`src/rtl/mips_pkg.sv`:
```
// Shared encodings for the multi-cycle MIPS controller: FSM states, opcode/funct
// fields, ALU operation codes and datapath mux selects.
package mips_pkg;

    typedef enum logic [3:0] {
        ST_FETCH    = 4'd0,
        ST_DECODE   = 4'd1,
        ST_EXEC     = 4'd2,
        ST_R_WB     = 4'd3,
        ST_MEM_ADDR = 4'd4,
        ST_MEM_RD   = 4'd5,
        ST_MEM_WB   = 4'd6,
        ST_MEM_WR   = 4'd7,
        ST_BRANCH   = 4'd8,
        ST_ADDI_EX  = 4'd9,
        ST_ADDI_WB  = 4'd10,
        ST_JUMP     = 4'd11,
        ST_ERR      = 4'd12
    } state_e;

    typedef enum logic [1:0] {
        ALU_MODE_ADD   = 2'd0,
        ALU_MODE_SUB   = 2'd1,
        ALU_MODE_FUNCT = 2'd2
    } alu_mode_e;

    localparam logic [5:0] OP_RTYPE = 6'b000000;
    localparam logic [5:0] OP_LW    = 6'b100011;
    localparam logic [5:0] OP_SW    = 6'b101011;
    localparam logic [5:0] OP_BEQ   = 6'b000100;
    localparam logic [5:0] OP_ADDI  = 6'b001000;
    localparam logic [5:0] OP_J     = 6'b000010;

    localparam logic [5:0] FN_ADD = 6'b100000;
    localparam logic [5:0] FN_SUB = 6'b100010;
    localparam logic [5:0] FN_AND = 6'b100100;
    localparam logic [5:0] FN_OR  = 6'b100101;
    localparam logic [5:0] FN_SLT = 6'b101010;

    localparam logic [2:0] ALU_ADD = 3'b010;
    localparam logic [2:0] ALU_SUB = 3'b110;
    localparam logic [2:0] ALU_AND = 3'b000;
    localparam logic [2:0] ALU_OR  = 3'b001;
    localparam logic [2:0] ALU_SLT = 3'b111;

    localparam logic [1:0] SRCB_RT     = 2'b00;
    localparam logic [1:0] SRCB_FOUR   = 2'b01;
    localparam logic [1:0] SRCB_IMM    = 2'b10;
    localparam logic [1:0] SRCB_IMM_SH = 2'b11;

    localparam logic [1:0] PCSRC_ALU    = 2'b00;
    localparam logic [1:0] PCSRC_ALUOUT = 2'b01;
    localparam logic [1:0] PCSRC_JUMP   = 2'b10;

endpackage

```
`src/rtl/mips_alu_decode.sv`:
```
// Combinational ALU-control decode: the FSM picks add, sub or "follow funct";
// funct_valid flags whether an R-type funct is one we implement.
module mips_alu_decode
    import mips_pkg::*;
#(
    parameter int FUNCT_W   = 6,
    parameter int ALUCTRL_W = 3
) (
    input  alu_mode_e            alu_mode,
    input  logic [FUNCT_W-1:0]   funct,
    output logic [ALUCTRL_W-1:0] alu_ctrl,
    output logic                 funct_valid
);

    always_comb begin
        alu_ctrl    = ALUCTRL_W'(ALU_ADD);
        funct_valid = 1'b0;
        case (alu_mode)
            ALU_MODE_SUB: alu_ctrl = ALUCTRL_W'(ALU_SUB);
            ALU_MODE_FUNCT: begin
                funct_valid = 1'b1;
                case (funct)
                    FN_ADD:  alu_ctrl = ALUCTRL_W'(ALU_ADD);
                    FN_SUB:  alu_ctrl = ALUCTRL_W'(ALU_SUB);
                    FN_AND:  alu_ctrl = ALUCTRL_W'(ALU_AND);
                    FN_OR:   alu_ctrl = ALUCTRL_W'(ALU_OR);
                    FN_SLT:  alu_ctrl = ALUCTRL_W'(ALU_SLT);
                    default: funct_valid = 1'b0;
                endcase
            end
            default: ;
        endcase
    end

endmodule

```
`src/rtl/mips_multicycle_ctrl.sv`:
```
// Multi-cycle MIPS main control FSM: sequences fetch/decode/execute/memory/writeback,
// stalls on mem_ready, and latches sticky illegal-opcode and memory-timeout flags.
module mips_multicycle_ctrl
    import mips_pkg::*;
#(
    parameter int OPCODE_W    = 6,
    parameter int FUNCT_W     = 6,
    parameter int ALUCTRL_W   = 3,
    parameter int TIMEOUT_CYC = 16
) (
    input  logic                 clk,
    input  logic                 rst,
    input  logic [OPCODE_W-1:0]  opcode,
    input  logic [FUNCT_W-1:0]   funct,
    input  logic                 mem_ready,
    output logic                 pc_write,
    output logic                 pc_write_cond,
    output logic                 iord,
    output logic                 mem_read,
    output logic                 mem_write,
    output logic                 ir_write,
    output logic                 reg_dst,
    output logic                 mem_to_reg,
    output logic                 reg_write,
    output logic                 alu_src_a,
    output logic [1:0]           alu_src_b,
    output logic [1:0]           pc_source,
    output logic [ALUCTRL_W-1:0] alu_ctrl,
    output logic [3:0]           state_o,
    output logic                 illegal_op,
    output logic                 timeout
);

    localparam int CNT_W = $clog2(TIMEOUT_CYC);

    state_e           state, state_next;
    logic [CNT_W-1:0] wait_cnt, wait_cnt_next;
    logic             illegal_next, timeout_next;
    logic             in_wait, wait_expired;
    logic             funct_valid;
    alu_mode_e        alu_mode;

    // Memory handshake: mem_read/mem_write stay high in their state until the
    // cycle mem_ready=1 is sampled; that cycle completes the transfer and advances.
    assign in_wait      = state inside {ST_FETCH, ST_MEM_RD, ST_MEM_WR};
    assign wait_expired = in_wait && !mem_ready && (wait_cnt == CNT_W'(TIMEOUT_CYC - 1));
    assign state_o      = state;

    mips_alu_decode #(
        .FUNCT_W   (FUNCT_W),
        .ALUCTRL_W (ALUCTRL_W)
    ) u_alu_decode (
        .alu_mode    (alu_mode),
        .funct       (funct),
        .alu_ctrl    (alu_ctrl),
        .funct_valid (funct_valid)
    );

    always_ff @(posedge clk) begin
        if (rst) begin
            state      <= ST_FETCH;
            wait_cnt   <= '0;
            illegal_op <= 1'b0;
            timeout    <= 1'b0;
        end else begin
            state      <= state_next;
            wait_cnt   <= wait_cnt_next;
            illegal_op <= illegal_next;
            timeout    <= timeout_next;
        end
    end

    always_comb begin
        state_next    = state;
        illegal_next  = illegal_op;
        timeout_next  = timeout;
        wait_cnt_next = (in_wait && !mem_ready && !wait_expired) ? wait_cnt + 1'b1 : '0;
        pc_write      = 1'b0;
        pc_write_cond = 1'b0;
        iord          = 1'b0;
        mem_read      = 1'b0;
        mem_write     = 1'b0;
        ir_write      = 1'b0;
        reg_dst       = 1'b0;
        mem_to_reg    = 1'b0;
        reg_write     = 1'b0;
        alu_src_a     = 1'b0;
        alu_src_b     = SRCB_RT;
        pc_source     = PCSRC_ALU;
        alu_mode      = ALU_MODE_ADD;

        case (state)
            ST_FETCH: begin
                mem_read  = 1'b1;
                alu_src_b = SRCB_FOUR;
                if (mem_ready) begin
                    ir_write   = 1'b1;
                    pc_write   = 1'b1;
                    state_next = ST_DECODE;
                end
            end
            ST_DECODE: begin
                alu_src_b = SRCB_IMM_SH;
                case (opcode)
                    OP_RTYPE:     state_next = ST_EXEC;
                    OP_LW, OP_SW: state_next = ST_MEM_ADDR;
                    OP_BEQ:       state_next = ST_BRANCH;
                    OP_ADDI:      state_next = ST_ADDI_EX;
                    OP_J:         state_next = ST_JUMP;
                    default: begin
                        state_next   = ST_ERR;
                        illegal_next = 1'b1;
                    end
                endcase
            end
            ST_EXEC: begin
                alu_src_a = 1'b1;
                alu_mode  = ALU_MODE_FUNCT;
                if (funct_valid) begin
                    state_next = ST_R_WB;
                end else begin
                    state_next   = ST_ERR;
                    illegal_next = 1'b1;
                end
            end
            ST_R_WB: begin
                reg_dst    = 1'b1;
                reg_write  = 1'b1;
                state_next = ST_FETCH;
            end
            ST_MEM_ADDR: begin
                alu_src_a  = 1'b1;
                alu_src_b  = SRCB_IMM;
                state_next = (opcode == OP_LW) ? ST_MEM_RD : ST_MEM_WR;
            end
            ST_MEM_RD: begin
                iord     = 1'b1;
                mem_read = 1'b1;
                if (mem_ready) state_next = ST_MEM_WB;
            end
            ST_MEM_WB: begin
                mem_to_reg = 1'b1;
                reg_write  = 1'b1;
                state_next = ST_FETCH;
            end
            ST_MEM_WR: begin
                iord      = 1'b1;
                mem_write = 1'b1;
                if (mem_ready) state_next = ST_FETCH;
            end
            ST_BRANCH: begin
                alu_src_a     = 1'b1;
                alu_mode      = ALU_MODE_SUB;
                pc_write_cond = 1'b1;
                pc_source     = PCSRC_ALUOUT;
                state_next    = ST_FETCH;
            end
            ST_ADDI_EX: begin
                alu_src_a  = 1'b1;
                alu_src_b  = SRCB_IMM;
                state_next = ST_ADDI_WB;
            end
            ST_ADDI_WB: begin
                reg_write  = 1'b1;
                state_next = ST_FETCH;
            end
            ST_JUMP: begin
                pc_write   = 1'b1;
                pc_source  = PCSRC_JUMP;
                state_next = ST_FETCH;
            end
            default: ;
        endcase

        // Timeout only fires when mem_ready is low, so a late ready still advances normally.
        if (wait_expired) begin
            state_next   = ST_ERR;
            timeout_next = 1'b1;
        end

        if (rst) begin
            pc_write      = 1'b0;
            pc_write_cond = 1'b0;
            iord          = 1'b0;
            mem_read      = 1'b0;
            mem_write     = 1'b0;
            ir_write      = 1'b0;
            reg_dst       = 1'b0;
            mem_to_reg    = 1'b0;
            reg_write     = 1'b0;
            alu_src_a     = 1'b0;
            alu_src_b     = SRCB_RT;
            pc_source     = PCSRC_ALU;
            alu_mode      = ALU_MODE_ADD;
        end
    end

endmodule
```
`config.mk`:
```
export PLATFORM = sky130hd
export DESIGN_NAME = mips_multicycle_ctrl
export DESIGN_NICKNAME = d
export VERILOG_FILES = /design/src/rtl/mips_pkg.sv /design/src/rtl/mips_alu_decode.sv /design/src/rtl/mips_multicycle_ctrl.sv
export SDC_FILE = /design/constraint.sdc
export NUM_CORES = 1
export LEC_CHECK = 0
export CORE_MARGIN = 3
export CORE_UTILIZATION = 43
export CTS_CLUSTER_SIZE = 24
export DETAILED_ROUTE_END_ITERATION = 10
export PLACE_DENSITY_LB_ADDON = 0.08
export SLEW_MARGIN = 20
export SYNTH_ARGS = -nofsm -noshare
export SYNTH_HDL_FRONTEND = slang
export SYNTH_SLANG_ARGS = --single-unit
```
`constraint.sdc`:
```
create_clock -name clk -period 4.9 [get_ports clk]
set_input_delay 1.47 -clock clk [delete_from_list [all_inputs] [get_ports clk]]
set_output_delay 1.47 -clock clk [all_outputs]
set_load 0.02 [all_outputs]
```
## Word level (Yosys, flattened, before mapping)

Cells that the tools add are included.

- Register bits after elaboration: 10
- Bits of input ports: 15
- Logic and storage cells: 106
- Output and inout port bits: 23

- Bitwise gates (word level): 1
- Add/sub/neg operators: 1
- Equality and inequality tests: 32
- Multiplexer cells: 42
- Reduce and logical (&&, ||, !) cells: 25

Operators with widths:

| cell | count |
|---|---|
| == test 6 bit, second input constant | 7 |
| case mux 4 bit (8 select lines) | 1 |
| 2-to-1 mux 1 bit | 24 |
| == test 4 bit, second input constant | 5 |
| 2-to-1 mux 4 bit | 5 |
| case mux 4 bit (5 select lines) | 1 |
| == test 4 x 3 -> 1 bit, second input constant | 4 |
| case mux 3 bit (4 select lines) | 1 |
| OR reduction 2 bit | 6 |
| != test 2 bit, second input constant | 5 |
| OR reduction 5 bit | 2 |
| != test 3 bit, second input constant | 3 |
| nonzero test 9 bit | 1 |
| == test 4 x 2 -> 1 bit, second input constant | 2 |
| 2-to-1 mux 2 bit | 4 |
| case mux 2 bit (2 select lines) | 2 |
| AND reduction 4 bit | 2 |
| nonzero test 8 bit | 1 |
| == test 6 x 2 -> 1 bit, second input constant | 1 |
| == test 6 x 3 -> 1 bit, second input constant | 1 |
| == test 6 x 4 -> 1 bit, second input constant | 1 |
| logical NOT 6 bit | 1 |
| case mux 2 bit (3 select lines) | 1 |
| case mux 3 bit (2 select lines) | 1 |
| other kinds (15) | 19 |

## Longest topological paths before layout

- Depth after elaboration: 8
- Depth in mapped cells: 10
- Gate-level depth less buffers: 9

## By module

A second synthesis with hierarchy kept.

- Cells, all modules: 137
- Area, all modules: 960.9 um^2

By module, submodules not included:

| module | sequential area each (um^2) | cells an instance | times used | area each (um^2) |
|---|---|---|---|---|
| mips_multicycle_ctrl | 200.2 | 119 | 1 | 805.8 |
| mips_alu_decode | 0.0 | 18 | 1 | 155.1 |

## Worst setup path before layout

No wires, ideal clock.

- Kind: input -> output
- From: in rst
- To: out alu_ctrl[2]
- Stages: 7
- Data arrival time: 2.992 ns
- Data required time: 3.430 ns
- Path buffers: 1
- Slack: 0.438 ns
- Path through: clkbuf_1 -> or2_2 -> or3_1 -> inv_1 -> ha_1 -> a21oi_1 -> nor2_1

- Longest elaborated chain between the ends: 3
- Elaborated cells on any way between the ends: 4
- Classes of those cells: 2 x eq/ne; 2 x mux

RTL lines:

| element | line | source |
|---|---|---|
| start: declaration | mips_multicycle_ctrl.sv:12 | `input logic rst,` |
| 2-to-1 mux 2 bit (*) | mips_multicycle_ctrl.sv:181 | `if (rst) begin` |
| == test 2 bit or == test 2 x 1 -> 1 bit (tied branches) | mips_alu_decode.sv:18 | `case (alu_mode)` |
| case mux 3 bit (2 select lines) (*) | mips_alu_decode.sv:18 |  |
| end: declaration | mips_multicycle_ctrl.sv:28 | `output logic [ALUCTRL_W-1:0] alu_ctrl,` |

Mark *: on every way between the ends. The rest lies on a longest branch, timed or not.

## Worst setup path after layout

- From: in mem_ready
- To: out pc_write

- Longest elaborated chain between the ends: 3

RTL lines:

| element | line | source |
|---|---|---|
| start: declaration | mips_multicycle_ctrl.sv:15 | `input logic mem_ready,` |
| 2-to-1 mux 1 bit | mips_multicycle_ctrl.sv:96 | `if (mem_ready) begin` |
| case mux 1 bit (2 select lines) | mips_multicycle_ctrl.sv:92 | `case (state)` |
| 2-to-1 mux 1 bit | mips_multicycle_ctrl.sv:181 |  |
| end: declaration | mips_multicycle_ctrl.sv:16 | `output logic pc_write,` |

Every way passes these cells.

==> metrics <==
Fin Hold WS 0.442 ns; share of layout cells above drive strength 1 0.130; WL per Instance roughly 13 um; most common cell after layout, fill and taps aside clkdlybuf4s50_1; min cycle time layout 4.57 ns; vias post-DR ~1.1k; Slew Limit Fails 0; Layout Area Growth over Synthesis 49.1%; r2r startpoint state_o[3]$_SDFFE_PP0P_; reg2reg end state_o[3]$_SDFFE_PP0P_; Inserted Clock Buffers 3; H-tree depth 1; Seq/Total Area, Yosys 0.213; CTS tree done; Initial Util 0.465; Max Buffers Root-to-Sink 2; vias in the first global route between 1k and 1.5k; crit path from mem_ready; most frequent cells in the layout clkdlybuf4s50_1, nor2_1, dfxtp_1; Crit path arrival time between 3 and 4 ns; number of synthesized flops with an enable pin 0; gpl congestion between 0.8 and 0.9; syn_nets approximately 150; Total Nets Final ~190; CP max stage delay slightly above 0.6 ns; IO Port Bufs 37; status complete, no violations; drt pass-1 iters 4; Fin. Hold Viols 0; Vias/cell 5.58; Max Clock Skew slightly above 0.001 ns; clock sinks 10; DIE WIDTH 52.8 um; GRT overflow 0; DP HPWL roughly 2.0 mm; Avg Inst Size Synth between 7 and 8 um2; synth warn 0; # fillers about 180; post-synth top area cell dfxtp_1; initial drt markers 23; Main synth FF type dfxtp_1; startpoint type of the worst setup path primary input; Placed Cells ~190; Post-DRT Antenna Nets 0; antenna violations before repair 0; Hold Crit Class register to register; IO Pins 38; # DRC 0; Setup Buffers After CTS 0; Die Area between 0.002 and 0.003 mm2; first-pass GRT wire length between 4 and 5 mm; hold_buf cts 0; WS Path Type primary input to primary output; Critical-path top delay cell clkdlybuf4s50_1; largest net degree at the start of global routing 22; Syn Inst Count approximately 130; Slew @ Worst Pin 0.621 ns; utilization after layout 0.694; Distinct cells, synth 46; placed cell area between 0.001 and 0.0015 mm2; hold path depth 2; r2r setup slk a little over 2 ns; die height 52.8 um; critical path required time 3.43 ns; unrepaired setup endpoints after global routing false; ANT cells 0; R2R cell count 9; Routed WL between 2 and 3 mm; post-synth top area share 0.213; maximum vdd drop 0.376 mV; CORE AREA 0.00202 mm2; clock root buffer clkbuf_4; Seq cells post-synth 10; post-layout instance area roughly 0.0014 mm2; leak pwr ~0.52 nW; setup_tns 0 ns; Max Cap Viol 0; worst-skew pair later-pin latency 0.26 ns; GRT Util Overall 0.200; crit path capture pc_write; largest fanout on the critical path 4; final setup fails 0; crit-path cells clkdlybuf4s50_1 > inv_1 > nor4_1 > a31oi_1 > nor3_1 > clkdlybuf4s50_1; Final Non-Filler Cells 196; ys async rst share 0; mapped cell area approximately 940 um2; number of cell rows 16; f_max ~0.22 GHz; relative max-transition margin 0.580; crit share post-route 0.932; crit path capture type primary output; clock slew at reported path FFs roughly 0.070 ns; crit-path most repeated cell clkdlybuf4s50_1; top cells by area, synth dfxtp_1, nor2_1, nor3_1; P per Cell Area roughly 450 mW/mm2
## power breakdown
part,internal [mW],switching [mW]
clock network,0.0450,0.0285
logic,0.198,0.202
registers,0.101,0.0531
## per-stage QoR
step           power, mW  setup slack, ns
2_1_floorplan      0.420            0.438
3_3_place_gp       0.546           -0.252
3_5_place_dp       0.556           -0.268
4_1_cts            0.630           0.0114
5_1_grt            0.679            0.228
6_report           0.628            0.333
## cells by family after synthesis
family	count (synthesis)	share of synthesized area
adder cells (fa/ha/maj)	4	0.0505
buffers and inverters	17	0.0825
AO/OA/AOI/OAI	31	0.226
flip-flops	10	0.213
AND/OR/NAND/NOR	60	0.359
XOR/XNOR	5	0.0466
multiplexers	2	0.0226
## repair_timing
action,in CTS,in global routing
hold endpoints to repair,0,0
resized for setup,7,2
endpoints found under the setup margin,3,5
## synthesized netlist by cell type, types with 2 or more instances
| cell | number |
|---|---|
| a21oi_1 | 6 |
| a22oi_1 | 3 |
| buf_2 | 2 |
| clkbuf_1 | 5 |
| dfxtp_1 | 10 |
| ha_1 | 3 |
| inv_1 | 7 |
| nand2_1 | 2 |
| nand2b_1 | 2 |
| nand3_1 | 2 |
| nand3b_1 | 2 |
| nor2_1 | 20 |
| nor2b_1 | 2 |
| nor3_1 | 9 |
| nor3b_1 | 4 |
| nor4_1 | 2 |
| nor4b_1 | 2 |
| o21ai_0 | 8 |
| o31a_1 | 2 |
| o31ai_1 | 2 |
| or2_2 | 2 |
| or3_1 | 2 |
| or3_4 | 2 |
| or4_1 | 3 |
| xnor2_1 | 2 |
| xor2_1 | 3 |
## sequential cells by signal, indices dropped and copies added, names as in the netlist
signal      flops
state_o         4
illegal_op      1
wait_cnt        4
timeout         1
## routing by layer
metal | vias up | wire length [um] | track usage
met1 | 501 | 1160 | 0.256
met3 | 2 | 147 | 0.0171
met2 | 38 | 1250 | 0.368
met5 | - | 0 | 0
li1 | 552 | - | -
met4 | 0 | 10 | 0.0255
## worst max-delay path, delay by kind of cell
kind                   cells  cell delay, ns
AO/OA/AOI/OAI              1            0.07
buffers and inverters      3            1.23
AND/OR/NAND/NOR            2            0.33
## worst min-delay path by stage
stage / startpoint / to / slack (ns)
final: timeout$_SDFFE_PP0P_ / timeout$_SDFFE_PP0P_ / 0.44
after global routing: timeout$_SDFFE_PP0P_ / timeout$_SDFFE_PP0P_ / 0.47
after CTS: timeout$_SDFFE_PP0P_ / timeout$_SDFFE_PP0P_ / 0.45
after detailed placement: timeout$_SDFFE_PP0P_ / timeout$_SDFFE_PP0P_ / 0.44
after global placement: timeout$_SDFFE_PP0P_ / timeout$_SDFFE_PP0P_ / 0.43
after floorplan: wait_cnt[0]$_SDFF_PP0_ / wait_cnt[0]$_SDFF_PP0_ / 0.42
## layout make-up
type,count,area (um2),area share
clock buffers,4,36.3,0.0259
inverters,7,26.3,0.0187
well taps,27,33.8,0.0241
multi-input cells,102,663,0.473
repair buffers,46,443,0.316
flip-flops and latches,10,200,0.143
(Power assumes the default switching activity.)
